==> src/rtl/water_level_if.sv <==
// Command/sensor/actuator bundle between the wash sequencer, level controller and valve/pump drivers.
interface water_level_if #(
    parameter int unsigned LEVEL_W = 10
);
    logic               start;
    logic               op;
    logic [LEVEL_W-1:0] target_level;
    logic               abort;
    logic [LEVEL_W-1:0] water_level_sensor;
    logic               flow_error;
    logic               inlet_valve;
    logic               drain_pump;
    logic               monitor_mode;
    logic               busy;
    logic               done;
    logic               fault;
    logic [1:0]         fault_code;

    modport master (
        output start, op, target_level, abort, water_level_sensor, flow_error,
        input  inlet_valve, drain_pump, monitor_mode, busy, done, fault, fault_code
    );

    modport slave (
        input  start, op, target_level, abort, water_level_sensor, flow_error,
        output inlet_valve, drain_pump, monitor_mode, busy, done, fault, fault_code
    );
endinterface

==> src/rtl/water_level_controller.sv <==
// Drives inlet valve / drain pump to a commanded drum level, then reports done or fault.
// Optional overflow cutoff enabled by defining WLC_OVERFLOW_GUARD_EN.
module water_level_controller #(
`ifdef WLC_OVERFLOW_GUARD_EN
    parameter int unsigned MAX_LEVEL      = 1000,
`endif
    parameter int unsigned LEVEL_W        = 10,
    parameter int unsigned TIMEOUT_CYCLES = 1000,
    parameter int unsigned SETTLE_CYCLES  = 4,
    parameter int unsigned HYST           = 2
) (
    input  logic          clk,
    input  logic          reset,
    water_level_if.slave  bus
);
    localparam int unsigned TMO_W = $clog2(TIMEOUT_CYCLES + 1);
    localparam int unsigned STL_W = $clog2(SETTLE_CYCLES + 1);
    localparam int unsigned LW1   = LEVEL_W + 1;

    typedef enum logic [2:0] {
        S_IDLE, S_FILL, S_DRAIN, S_SETTLE, S_DONE, S_FAULT
    } state_t;

    state_t             r_state, w_next;
    logic               r_op, w_op_n;
    logic [LEVEL_W-1:0] r_target, w_target_n;
    logic [TMO_W-1:0]   r_tmo, w_tmo_n;
    logic [STL_W-1:0]   r_settle, w_settle_n;
    logic [1:0]         r_code, w_code_n;
    logic               r_inlet, r_pump, r_busy, r_done, r_fault;

    logic [LEVEL_W-1:0] w_level, w_lo, w_hi;
    logic [LEVEL_W:0]   w_hi_sum;
    logic               w_ovf, w_reached;

    assign w_level = bus.water_level_sensor;

`ifdef WLC_OVERFLOW_GUARD_EN
    assign w_ovf = (w_level >= LEVEL_W'(MAX_LEVEL));
`else
    assign w_ovf = 1'b0;
`endif

    // Hysteresis window around the latched target, saturating at the sensor range.
    assign w_hi_sum  = {1'b0, r_target} + LW1'(HYST);
    assign w_hi      = w_hi_sum[LEVEL_W] ? '1 : w_hi_sum[LEVEL_W-1:0];
    assign w_lo      = (r_target > LEVEL_W'(HYST)) ? (r_target - LEVEL_W'(HYST)) : '0;
    assign w_reached = r_op ? (w_level >= r_target) : (w_level <= r_target);

    always_ff @(posedge clk or posedge reset) begin
        if (reset) begin
            r_state  <= S_IDLE;
            r_op     <= 1'b0;
            r_target <= '0;
            r_tmo    <= '0;
            r_settle <= '0;
            r_code   <= 2'b00;
            r_inlet  <= 1'b0;
            r_pump   <= 1'b0;
            r_busy   <= 1'b0;
            r_done   <= 1'b0;
            r_fault  <= 1'b0;
        end else begin
            r_state  <= w_next;
            r_op     <= w_op_n;
            r_target <= w_target_n;
            r_tmo    <= w_tmo_n;
            r_settle <= w_settle_n;
            r_code   <= w_code_n;
            r_inlet  <= (w_next == S_FILL);
            r_pump   <= (w_next == S_DRAIN);
            r_busy   <= (w_next inside {S_FILL, S_DRAIN, S_SETTLE, S_DONE});
            r_done   <= (r_state == S_DONE);
            r_fault  <= (w_next == S_FAULT);
        end
    end

    // Next state; within a cycle abort > overflow > flow_error > timeout > level reached.
    always_comb begin
        w_next     = r_state;
        w_op_n     = r_op;
        w_target_n = r_target;
        w_tmo_n    = r_tmo;
        w_settle_n = r_settle;
        w_code_n   = r_code;
        case (r_state)
            S_IDLE: begin
                w_code_n = 2'b00;
                if (bus.start) begin
                    w_op_n     = bus.op;
                    w_target_n = bus.target_level;
                    w_tmo_n    = '0;
                    if (bus.op ? (w_level >= bus.target_level) : (w_level <= bus.target_level))
                        w_next = S_DONE;
                    else
                        w_next = bus.op ? S_FILL : S_DRAIN;
                end
            end
            S_FILL, S_DRAIN: begin
                w_tmo_n = r_tmo + TMO_W'(1);
                if (bus.abort) begin
                    w_next = S_IDLE;
                end else if ((r_state == S_FILL) && w_ovf) begin
                    w_next   = S_FAULT;
                    w_code_n = 2'b11;
                end else if (bus.flow_error) begin
                    w_next   = S_FAULT;
                    w_code_n = 2'b10;
                end else if (r_tmo == TMO_W'(TIMEOUT_CYCLES - 1)) begin
                    w_next   = S_FAULT;
                    w_code_n = 2'b01;
                end else if (w_reached) begin
                    w_next     = S_SETTLE;
                    w_settle_n = '0;
                end
            end
            S_SETTLE: begin
                if (bus.abort) begin
                    w_next = S_IDLE;
                end else if (r_op && w_ovf) begin
                    w_next   = S_FAULT;
                    w_code_n = 2'b11;
                end else if (r_settle == STL_W'(SETTLE_CYCLES - 1)) begin
                    if (r_op ? (w_level < w_lo) : (w_level > w_hi))
                        w_next = r_op ? S_FILL : S_DRAIN;
                    else
                        w_next = S_DONE;
                end else begin
                    w_settle_n = r_settle + STL_W'(1);
                end
            end
            S_DONE:  w_next = S_IDLE;
            S_FAULT: begin
                if (bus.abort) begin
                    w_next   = S_IDLE;
                    w_code_n = 2'b00;
                end
            end
            default: w_next = S_IDLE;
        endcase
    end

    assign bus.inlet_valve  = r_inlet & ~w_ovf;
    assign bus.drain_pump   = r_pump;
    assign bus.monitor_mode = r_op;
    assign bus.busy         = r_busy;
    assign bus.done         = r_done;
    assign bus.fault        = r_fault;
    assign bus.fault_code   = r_code;
endmodule
==> src/flat_wrapper.sv <==
// flat-port wrapper written by rule: the top's interface ports become plain ports
module water_level_controller_flat 
#(

    parameter int unsigned LEVEL_W        = 10,
    parameter int unsigned TIMEOUT_CYCLES = 1000,
    parameter int unsigned SETTLE_CYCLES  = 4,
    parameter int unsigned HYST           = 2
)
  (clk, reset, bus_start, bus_op, bus_target_level, bus_abort, bus_water_level_sensor, bus_flow_error, bus_inlet_valve, bus_drain_pump, bus_monitor_mode, bus_busy, bus_done, bus_fault, bus_fault_code);
  water_level_if #(.LEVEL_W(LEVEL_W)) bus_i ();
  input  logic clk;
  input  logic reset;
  input wire logic [$bits(bus_i.start)-1:0] bus_start;
  input wire logic [$bits(bus_i.op)-1:0] bus_op;
  input wire logic [$bits(bus_i.target_level)-1:0] bus_target_level;
  input wire logic [$bits(bus_i.abort)-1:0] bus_abort;
  input wire logic [$bits(bus_i.water_level_sensor)-1:0] bus_water_level_sensor;
  input wire logic [$bits(bus_i.flow_error)-1:0] bus_flow_error;
  output wire logic [$bits(bus_i.inlet_valve)-1:0] bus_inlet_valve;
  output wire logic [$bits(bus_i.drain_pump)-1:0] bus_drain_pump;
  output wire logic [$bits(bus_i.monitor_mode)-1:0] bus_monitor_mode;
  output wire logic [$bits(bus_i.busy)-1:0] bus_busy;
  output wire logic [$bits(bus_i.done)-1:0] bus_done;
  output wire logic [$bits(bus_i.fault)-1:0] bus_fault;
  output wire logic [$bits(bus_i.fault_code)-1:0] bus_fault_code;
  assign bus_i.start = bus_start;
  assign bus_i.op = bus_op;
  assign bus_i.target_level = bus_target_level;
  assign bus_i.abort = bus_abort;
  assign bus_i.water_level_sensor = bus_water_level_sensor;
  assign bus_i.flow_error = bus_flow_error;
  assign bus_inlet_valve = bus_i.inlet_valve;
  assign bus_drain_pump = bus_i.drain_pump;
  assign bus_monitor_mode = bus_i.monitor_mode;
  assign bus_busy = bus_i.busy;
  assign bus_done = bus_i.done;
  assign bus_fault = bus_i.fault;
  assign bus_fault_code = bus_i.fault_code;
  water_level_controller #(.LEVEL_W(LEVEL_W), .TIMEOUT_CYCLES(TIMEOUT_CYCLES), .SETTLE_CYCLES(SETTLE_CYCLES), .HYST(HYST)) u_core (.clk(clk), .reset(reset), .bus(bus_i));
endmodule
==> config.mk <==
export PLATFORM = sky130hd
export DESIGN_NAME = water_level_controller_flat
export DESIGN_NICKNAME = d
export VERILOG_FILES = /design/src/rtl/water_level_if.sv /design/src/rtl/water_level_controller.sv /design/src/flat_wrapper.sv
export SDC_FILE = /design/constraint.sdc
export NUM_CORES = 1
export LEC_CHECK = 0
export ABC_AREA = 0
export ABC_CLOCK_PERIOD_IN_PS = 6380
export CAP_MARGIN = 15
export CORE_ASPECT_RATIO = 1.4
export CORE_UTILIZATION = 30
export DETAILED_ROUTE_END_ITERATION = 12
export GPL_TIMING_DRIVEN = 1
export PLACE_DENSITY = 0.51
export SLEW_MARGIN = 20
export SYNTH_ARGS = -nofsm -noshare
export SYNTH_HDL_FRONTEND = slang
export SYNTH_SLANG_ARGS = --single-unit
export TNS_END_PERCENT = 1
==> constraint.sdc <==
create_clock -name clk -period 6.38 [get_ports clk]
set_input_delay 1.276 -clock clk [delete_from_list [all_inputs] [get_ports clk]]
set_output_delay 1.276 -clock clk [all_outputs]
set_load 0.05 [all_outputs]
==> reports/metrics.yaml <==
core.rowCount: 42
dp_cells: 515
clockBufferDepth: 2
critPathLaunchType: "flop"
power.density_nw_per_um2: 404
drtIter0Drc: 105
p_leak_nw: 1.62
peakVddDrop_mv: 0.161
synth_seq_cells: 34
syn_inst: 357
die_y_um: 120
synth_cell_types: 54
pre_cts_ws_ns: 2.59
post_cts_buffers: 0
grt_pass1_wl_mm: 13.7
grtUsageTotal_pct: 17.1
n_antenna_cell: 0
hold_path.class: "reg -> reg"
postLayoutCoreUtil_pct: 37.7
maxSlewViolCount: 0
fin_cells: 523
yosys_warnings: 0
grt_overflow: 0
setup_slack_ns: 2.82
synth_area_um2: 2960
core-area_um2: 9510
drive_above_1_share_pct: 5.12
cts_hold_buf: 0
cp_data_arrival_time_ns: 3.71
vias: 2643
ys_seq_area_share_pct: 28.7
slowest_stage: "nor4_1"
grt_start_max_net_pins: 35
grt_setup_unrepaired: "no"
end_kind: "flop"
cts_htree_levels: 2
design_area_um2: 3580
clkSinkCount: 34
maxCapViolations: 0
path_max_fanout: 8
relSlewSlack_pct: 47.5
path_class: "reg -> reg"
skew_ns: 0.00520
hpwl_mm: 6.25
antenna_left: 0
setup_tns_ns: 0
dieArea_um2: 10300
slowest_delay_ns: 0.67
async_reset_ff_share_pct: 100
drt_wl_total_mm: 8.04
gp_congestion: 0.830
nFillCells: 980
syn2layout_area_growth_pct: 21.0
portBuffers: 33
grt_pass1_vias: 2807
viasPerCell: 5.05
cp.required_ns: 6.53
wl_per_cell_um: 15.4
first_pass_iters: 4
run_status: "completed"
place_area_um2: 3420
insertion_delay_ns: 0.29
antenna_found_initial: 0
synth-edff-count: 0
syn-mean-instance-area_um2: 8.30
cp_top_family: "compound AO/OA/AOI/OAI gates"
crit_chain: "inv_1, nor4_1, nor2_1, o22ai_1, ha_1, a21oi_1, nand2_1, a221o_1, o31a_1, a22oi_1, nor3b_1, o21ai_1"
fp.dieW_um: 86.0
period_share_pct: 55.8
cts-resized-gates: 0
finalCriticalPeriod_ns: 3.56
ios: 34
ys.flop_type: "dfrtp_1"
path_clk_slew_ns: 0.06
worstMarginPinSlew_ns: 0.782
crit_buf_inv: 1
cts_tree: "built"
fmax_mhz: 281
drc: 0
start_util_pct: 31.1
hold_viol: 0
final_nets: 460
setup_viol: 0
cts-root-buf: "clkbuf_16"
syn_nets: 427
cts_buffers: 5
[power breakdown]
part           leakage (nW)  switching [W]  internal [W]
Clock                0.0781      0.0000946      0.000185
Sequential            0.449       0.000117      0.000279
Combinational          1.09       0.000462      0.000311
Total                  1.62       0.000674      0.000774
[cells in the mapped netlist (2+ instances only)]
cell type,count,area (um^2)
and2_1,2,12.5
or2_2,4,25.0
clkbuf_1,3,11.3
buf_6,2,22.5
mux2i_1,3,30.0
xor2_1,4,35.0
nor3_1,12,60.1
o2111ai_1,2,17.5
o21ai_0,30,150
nor2_1,26,97.6
nand4_1,10,62.6
o31a_1,5,43.8
dfrtp_1,34,851
o21a_1,2,15.0
buf_4,2,15.0
xnor2_1,7,61.3
a31oi_1,3,18.8
o22ai_1,2,12.5
nand3_1,12,60.1
ha_1,44,551
inv_1,31,116
nand2b_1,4,25.0
nand2_1,47,176
o21bai_1,2,15.0
buf_2,2,10.0
nor4_2,2,25.0
nor2b_1,2,12.5
a21o_1,2,15.0
a21oi_1,20,100
and3_1,4,25.0
a22oi_1,2,15.0
nor4_1,3,18.8
a211oi_1,3,22.5
mux2_2,2,22.5
and4_1,3,26.3
[cells in the final DEF (no fill, tap or decap), drive strengths merged, types with 5 or more instances in the layout]
master         count
dfrtp             34
clkdlybuf4s50     33
nand2             47
xnor2              7
ha                44
nand4             10
o21ai             31
nor3              12
clkbuf             7
o31a               5
a21oi             20
nor2              27
nor4               6
inv               31
nand3             13
[state kept, by name, indices dropped and copies added (netlist names)]
signal / count
u_core.r_settle: 3
u_core.r_tmo: 10
u_core.bus.fault: 1
u_core.bus.drain_pump: 1
u_core.bus.done: 1
u_core.bus.busy: 1
u_core.bus.inlet_valve: 1
u_core.r_target: 10
u_core.bus.fault_code: 2
u_core.r_state: 3
u_core.bus.monitor_mode: 1
[logic make-up after synthesis]
logic type / synth area share [%]
XOR/XNOR: 3.25
buffers and inverters: 5.91
adder cells (fa/ha/maj): 18.9
AO/OA/AOI/OAI: 16.9
AND/OR/NAND/NOR: 24.1
flip-flops: 28.7
multiplexers: 2.15
[worst register-to-register path: stages (launching register included)]
cell,delay [ns]
dfrtp_1,0.55
inv_1,0.21
nor4_1,0.68
nor2_1,0.11
o22ai_1,0.16
ha_1,0.28
a21oi_1,0.17
nand2_1,0.07
a221o_1,0.38
o31a_1,0.27
a22oi_1,0.21
nor3b_1,0.25
o21ai_1,0.09
[layout make-up]
class | instances | area, um^2 | area share, %
flip-flops and latches | 34 | 851 | 23.7
clock inverters | 1 | 30.0 | 0.838
inverters | 31 | 116 | 3.25
multi-input cells | 283 | 1940 | 54.2
repair buffers | 35 | 345 | 9.63
clock buffers | 7 | 133 | 3.70
well taps | 132 | 165 | 4.61
[routing by layer]
metal | GRT usage [%] | vias to the layer above | routed length [um]
met4 | 6.04 | 0 | 139
li1 | - | 1348 | -
met2 | 31.4 | 36 | 4190
met3 | 3.03 | 11 | 213
met5 | 0 | - | 0
met1 | 19.4 | 1248 | 3500
[path summary, 6_finish.rpt]
kind                                    start                 end  slack [ns]  cells past startpoint
hold reg to reg            u_core.r_settle[1]  u_core.r_settle[1]        0.50                      1
setup / recovery           u_core.r_target[3]     u_core.bus.busy        2.82                     12
min in group asynchronous               reset  u_core.r_target[3]        1.41                      3
hold / removal             u_core.r_settle[1]  u_core.r_settle[1]        0.50                      1
setup reg to reg           u_core.r_target[3]     u_core.bus.busy        2.82                     12
max in group asynchronous               reset     u_core.bus.done        4.63                      3
[through the flow]
step / hold slack (ns) / power [W]
after floorplan: 0.457 / 0.000957
after global routing: 0.527 / 0.00159
final: 0.500 / 0.00145
after CTS: 0.499 / 0.00146
after detailed placement: 0.487 / 0.00117
after global placement: 0.476 / 0.00117
Note: power is estimated with default switching activity, not from simulation.
